File: config.mk
export PLATFORM = sky130hd
export DESIGN_NAME = fifo_uart_tx
export DESIGN_NICKNAME = d
export VERILOG_FILES = /design/src/rtl/fifo_uart_tx.sv
export SDC_FILE = /design/constraint.sdc
export NUM_CORES = 1
export LEC_CHECK = 0
export BUFFER_PORTS_ARGS = -buffer_cell sky130_fd_sc_hd__buf_4
export CORE_AREA = 2 2 63 65
export CTS_CLUSTER_DIAMETER = 50
export DETAILED_ROUTE_END_ITERATION = 16
export DIE_AREA = 0 0 65 67
export MAX_ROUTING_LAYER = met4
export PLACE_DENSITY = 0.47
export SYNTH_ARGS = -nofsm -noshare
export SYNTH_HDL_FRONTEND = slang
export SYNTH_SLANG_ARGS = --single-unit
File: constraint.sdc
create_clock -name CLK -period 4.2 [get_ports CLK]
set_input_delay 0.21 -clock CLK [delete_from_list [all_inputs] [get_ports CLK]]
set_output_delay 0.21 -clock CLK [all_outputs]
set_load 0.02 [all_outputs]
File: src/rtl/fifo_uart_tx.sv
// fifo_uart_tx: drain stage for the byte FIFO. Pops one byte at a time
// (show-ahead head byte) and sends it as an asynchronous UART frame:
// start bit, 8 data bits LSB first, optional even parity, 1 or 2 stop bits.
// A new byte is popped in the final stop cycle so frames run back to back.
//
// Ports:
//   CLK        system clock, rising edge
//   RST        synchronous active-high reset
//   Enable     level, permits starting new frames
//   Fifo_Dout  FIFO head byte (valid while Fifo_Empty=0)
//   Fifo_Empty FIFO empty flag
//   Pop        combinational one-cycle FIFO pop strobe
//   Tx         registered serial line, idles high
//   Busy       registered, high for every cycle of a frame (aligned with Tx)
//   Done       one-cycle pulse in the last stop-bit cycle
module fifo_uart_tx #(
    parameter int CLKS_PER_BIT = 16,
    parameter int PARITY_EN    = 0,
    parameter int STOP_BITS    = 1
) (
    input  logic       CLK,
    input  logic       RST,
    input  logic       Enable,
    input  logic [7:0] Fifo_Dout,
    input  logic       Fifo_Empty,
    output logic       Pop,
    output logic       Tx,
    output logic       Busy,
    output logic       Done
);

    localparam int             PW        = (CLKS_PER_BIT > 1) ? $clog2(CLKS_PER_BIT) : 1;
    localparam logic [PW-1:0]  CNT_MAX   = PW'(CLKS_PER_BIT - 1);
    localparam logic [2:0]     STOP_LAST = 3'(STOP_BITS - 1);

    // State names the bit currently on the line.
    typedef enum logic [2:0] {IDLE, START, DATA, PARITY, STOP} state_t;

    state_t        state_q, state_d;
    logic [PW-1:0] cnt_q, cnt_d;
    logic [2:0]    bit_q, bit_d;
    logic [7:0]    sh_q, sh_d;
    logic          par_q, par_d;
    logic          tx_d, busy_d;
    logic          launch, bit_end, last_stop;

    assign launch    = Enable & ~Fifo_Empty & ~RST;
    assign bit_end   = (cnt_q == CNT_MAX);
    assign last_stop = (state_q == STOP) && bit_end && (bit_q == STOP_LAST);

    assign Pop  = launch && ((state_q == IDLE) || last_stop);
    assign Done = last_stop;

    always_comb begin
        state_d = state_q;
        cnt_d   = cnt_q;
        bit_d   = bit_q;
        sh_d    = sh_q;
        par_d   = par_q;
        tx_d    = 1'b1;
        case (state_q)
            IDLE: begin
                tx_d = 1'b1;
            end
            START: begin
                tx_d  = 1'b0;
                cnt_d = cnt_q + 1'b1;
                if (bit_end) begin
                    state_d = DATA;
                    cnt_d   = '0;
                    bit_d   = '0;
                    tx_d    = sh_q[0];
                end
            end
            DATA: begin
                tx_d  = sh_q[0];
                cnt_d = cnt_q + 1'b1;
                if (bit_end) begin
                    cnt_d = '0;
                    if (bit_q == 3'd7) begin
                        bit_d = '0;
                        if (PARITY_EN != 0) begin
                            state_d = PARITY;
                            tx_d    = par_q;
                        end else begin
                            state_d = STOP;
                            tx_d    = 1'b1;
                        end
                    end else begin
                        // Next bit is already sitting one position up.
                        sh_d  = sh_q >> 1;
                        bit_d = bit_q + 3'd1;
                        tx_d  = sh_q[1];
                    end
                end
            end
            PARITY: begin
                tx_d  = par_q;
                cnt_d = cnt_q + 1'b1;
                if (bit_end) begin
                    state_d = STOP;
                    cnt_d   = '0;
                    bit_d   = '0;
                    tx_d    = 1'b1;
                end
            end
            STOP: begin
                tx_d  = 1'b1;
                cnt_d = cnt_q + 1'b1;
                if (bit_end) begin
                    cnt_d = '0;
                    if (bit_q == STOP_LAST) begin
                        bit_d   = '0;
                        state_d = IDLE;
                    end else begin
                        bit_d = bit_q + 3'd1;
                    end
                end
            end
            default: begin
                state_d = IDLE;
                cnt_d   = '0;
                bit_d   = '0;
            end
        endcase

        // Capture overrides everything: the head byte is taken on the pop edge
        // and the start bit goes out the following cycle.
        if (Pop) begin
            state_d = START;
            cnt_d   = '0;
            bit_d   = '0;
            sh_d    = Fifo_Dout;
            par_d   = ^Fifo_Dout;
            tx_d    = 1'b0;
        end

        busy_d = (state_d != IDLE);
    end

    always_ff @(posedge CLK) begin
        if (RST) begin
            state_q <= IDLE;
            cnt_q   <= '0;
            bit_q   <= '0;
            sh_q    <= '0;
            par_q   <= 1'b0;
            Tx      <= 1'b1;
            Busy    <= 1'b0;
        end else begin
            state_q <= state_d;
            cnt_q   <= cnt_d;
            bit_q   <= bit_d;
            sh_q    <= sh_d;
            par_q   <= par_d;
            Tx      <= tx_d;
            Busy    <= busy_d;
        end
    end

endmodule

==> summary by stage <==
Synth
Summing every instance area after synthesis gives 0.001236 mm^2. After synthesis, the netlist uses between 40 and 50 different library cells. Of the synthesized area, sequential elements account for 0.3401. The net count of the mapped netlist is 157.

After synthesis, the share of flip-flops with an asynchronous set or reset is 0. Sorting the synthesized cells by area gives the leading types as dfxtp_1 34%, mux2i_1 5.7%, xnor2_1 5.0%. The register bit count reported by yosys is 21. The share of the synthesized area in the top cell type is 0.3401.

The number of warning messages in the yosys log is 0. Yosys mapped a number of flops with a built-in enable equal to 0. The post-synthesis cell type with the largest combined area is dfxtp_1. A synthesized cell averages 8.767 um^2. Counting every instance in the synthesized netlist gives around 140. The most used flip-flop cell after synthesis is dfxtp_1.

Global route
Across every metal layer, demand over resource in global routing totals 0.1522. The number of global-route vias before repair is 1094. The first-pass GRT wire length is around 4900 um.

The total congestion overflow after global routing is 0. Entering global routing, the biggest net connects 15 pins. The initial antenna violation count is 0.

STA
The count of final max-slew check failures is 0. The final critical path time including I/O delays and setup is between 2 and 2.5 ns. Timing would allow up to about 430 MHz. The final setup slack of the worst path is about 1.9 ns. The final cycle utilization of the critical path is 0.5535. Setup repair after global routing left no endpoint under its margin. For the final database, setup skew stands at 0.001791 ns. At the pin with the least slew margin, the transition time is between 0.7 and 0.8 ns. Measured against its own limit, the worst slew margin works out to 0.5082. The total setup violations reported at the end of the flow is 0. The number of endpoints with negative hold slack in the final report was 0.

The sum of negative setup slack is 0 ns.

Drt
In this run, the number of DRC markers left after iteration 0 of detailed routing was 47. The via count normalized by instance count is 5.302. Dividing the detail-routed wire length by the instance count gives roughly 14 um.

The count of nets left with antenna violations once routing finished came out at 0. The detailed router placed 1071 vias in this run. The final wirelength is approximately 2800 um. The remaining routing DRC violations is 0.

The count of TritonRoute iterations in the first routing pass is 4.

Power
Power spread over the standard cell area amounts to 281.3 mW/mm^2. The sequential fraction of design power is 0.531. The design draws about 400 uW.

The proportion of power drawn by combinational gates is 0.132. Of the total power, the clock network draws 0.337. For this design the static power due to leakage is roughly 0.00054 uW.

Of the total power, the share spent switching nets is 0.2467. VDD sags by at most approximately 0.12 mV. The analysis attributes to net switching a power of 98.37 uW. Cell internal power was estimated by the tool at around 300 uW.

Critical path
In this run the worst setup path begins at state_q[2]. STA puts the critical path data arrival time at 2.11 ns. The endpoint class of the critical path is a primary output.

At the worst endpoint, the required time is between 3 and 4 ns. Of all nets on the critical path, the largest fanout is 14. The type of the worst setup path is reg -> out.

The endpoint identified for the worst register-to-register timing path is Busy. The start of the worst register-to-register path is cnt_q[0]. Across all register-to-register paths, the minimum setup slack is 2.24 ns.

Measured in cells, the most critical reg-to-reg path has a length of 5. The worst setup path is launched from a flop.

Clock network
The H-tree level count is 1. The root buffer selected by CTS is clkbuf_8. Clock-pin slew was measured on the worst setup and hold paths at ~0.080 ns. Buffers inserted during clock tree synthesis total 3. The later pin in the worst-skew pair is clocked with a latency of 0.26 ns.

TritonCTS built the clock tree. The number of hold-repair buffers added at the cts stage is 0. The number of instances resized during post-cts repair is 0. The clock passes through at most 2 buffers. The tree built by TritonCTS fans out to 21 sinks.

In this run the post-CTS setup repair buffer count came out at 0.

Flow run
Max-cap violations in this run came to 0.

Floorplanning
The initial utilization of the core area, before any placement, comes to 0.3428. The die width is ~65 um. The die covers about 0.0044 mm^2. The floorplan step defined a core boundary enclosing ~0.0036 mm^2. In this run the vertical extent of the chip is roughly 67 um. 16 I/O pins were placed. The placement row count is 22.

Final layout
The area taken by multi-input logic gates is approximately 760 um^2. The leading cell type in the layout, fill and taps excluded is dfxtp_1. For this run, the share of the core covered by cells in the final layout is 0.3931.

Excluding fillers, the count of instances in the completed layout stands at ~200. In the layout the commonest cells are 21 x dfxtp_1, 15 x buf_4, 10 x nor3_1, 10 x a21oi_1. The final layout net count is between 150 and 200. The combined flip-flop and latch cell area is 420.4 um^2. Of the cells placed in the final design, the portion with a size suffix greater than 1 is 0.2078.

The fill cell total of the finished layout is just under 400. 0 antenna diodes ended up in the layout. The area growth from synthesis to layout is 14.68%.

Worst hold path
The number of cells on the worst hold path is 2. The class of the worst hold path is in -> reg. The end point of the worst hold path is sh_q[7]. The startpoint identified for the worst hold timing path is RST.

Placement
The number of buffer cells added on primary ports is 15. Once placement completed, the tool counted placed cells totaling 198. The congestion estimate from routability-driven global placement came to around 0.72. The post-placement setup slack is 2.191 ns. The final HPWL from detailed placement is between 2000 and 2500 um.

Run status
The run finished with clean final reports.
power by group through the flow:
stage | Clock [uW] | Combinational, uW | Sequential [uW]
CTS | 140 | 53.3 | 212
detailed placement | 0 | 53.1 | 217
finish | 134 | 52.5 | 212
global route | 151 | 58.0 | 213
global placement | 0 | 53.1 | 217
floorplan | 0 | 34.4 | 216
worst max-delay path, cell delays in order, from the launching register on:
cell     delay [ns]
dfxtp_1        0.62
inv_1          0.24
o21ai_1        0.65
inv_1          0.14
buf_4          0.20
cell families after synthesis:
| kind of cell | count (synthesis) | share of synthesized area |
|---|---|---|
| compound gates | 40 | 0.2136 |
| buf+inv | 12 | 0.04757 |
| xor+xnor | 8 | 0.05668 |
| mux | 8 | 0.06579 |
| flops | 21 | 0.3401 |
| fa+ha+maj | 5 | 0.04960 |
| simple gates | 47 | 0.2268 |
area by class of cell:
cell class | count | area share
clock buffers | 4 | 0.03177
inverters | 6 | 0.01589
multi-input cells | 108 | 0.5340
flip-flops and latches | 21 | 0.2966
well taps | 48 | 0.04237
repair buffers | 15 | 0.07944
layer usage:
metal / vias to the layer above / GRT usage / part of all wire / wire length (um)
met5: - / - / 0 / 0
met4: 0 / 0.06915 / 0.011 / 30
met3: 4 / 0.02196 / 0.025 / 71
met2: 12 / 0.2564 / 0.49 / 1383
met1: 510 / 0.1803 / 0.47 / 1313
li1: 545 / - / - / -
cells in the mapped netlist, types with 2 or more instances:
master / number
and3_1: 2
nand2_1: 8
a2bb2oi_1: 2
dfxtp_1: 21
nand3_1: 4
o211ai_1: 3
a31oi_1: 2
nor3_1: 10
xnor2_1: 7
inv_1: 6
ha_1: 4
o22ai_1: 2
a21oi_1: 10
a211oi_1: 8
mux2i_1: 7
o21ai_0: 5
clkbuf_1: 2
nor2_1: 7
buf_2: 3
nand3_2: 2
how the worst max path moves through the flow:
stage | depth (start not counted) | slack, ns | end
6_report | 4 | 1.88 | Pop
5_1_grt | 7 | 1.69 | Pop
4_1_cts | 7 | 1.88 | Pop
3_5_place_dp | 7 | 2.19 | Pop
3_3_place_gp | 7 | 2.21 | Pop
2_1_floorplan | 5 | 2.50 | bit_q[2]
flip-flops by register name, indices dropped and copies added, names as in the netlist:
name / cells
Busy: 1
Tx: 1
bit_q: 3
cnt_q: 4
par_q: 1
sh_q: 8
state_q: 3
stage by stage:
| stage | area (um^2) | hold slack [ns] |
|---|---|---|
| floorplan | 1236 | 0.3725 |
| global placement | 1373 | 0.4730 |
| detailed placement | 1373 | 0.4755 |
| CTS | 1418 | 0.2050 |
| global route | 1418 | 0.2123 |
| finish | 1418 | 0.2099 |
Note: power is estimated with default switching activity, not from simulation.
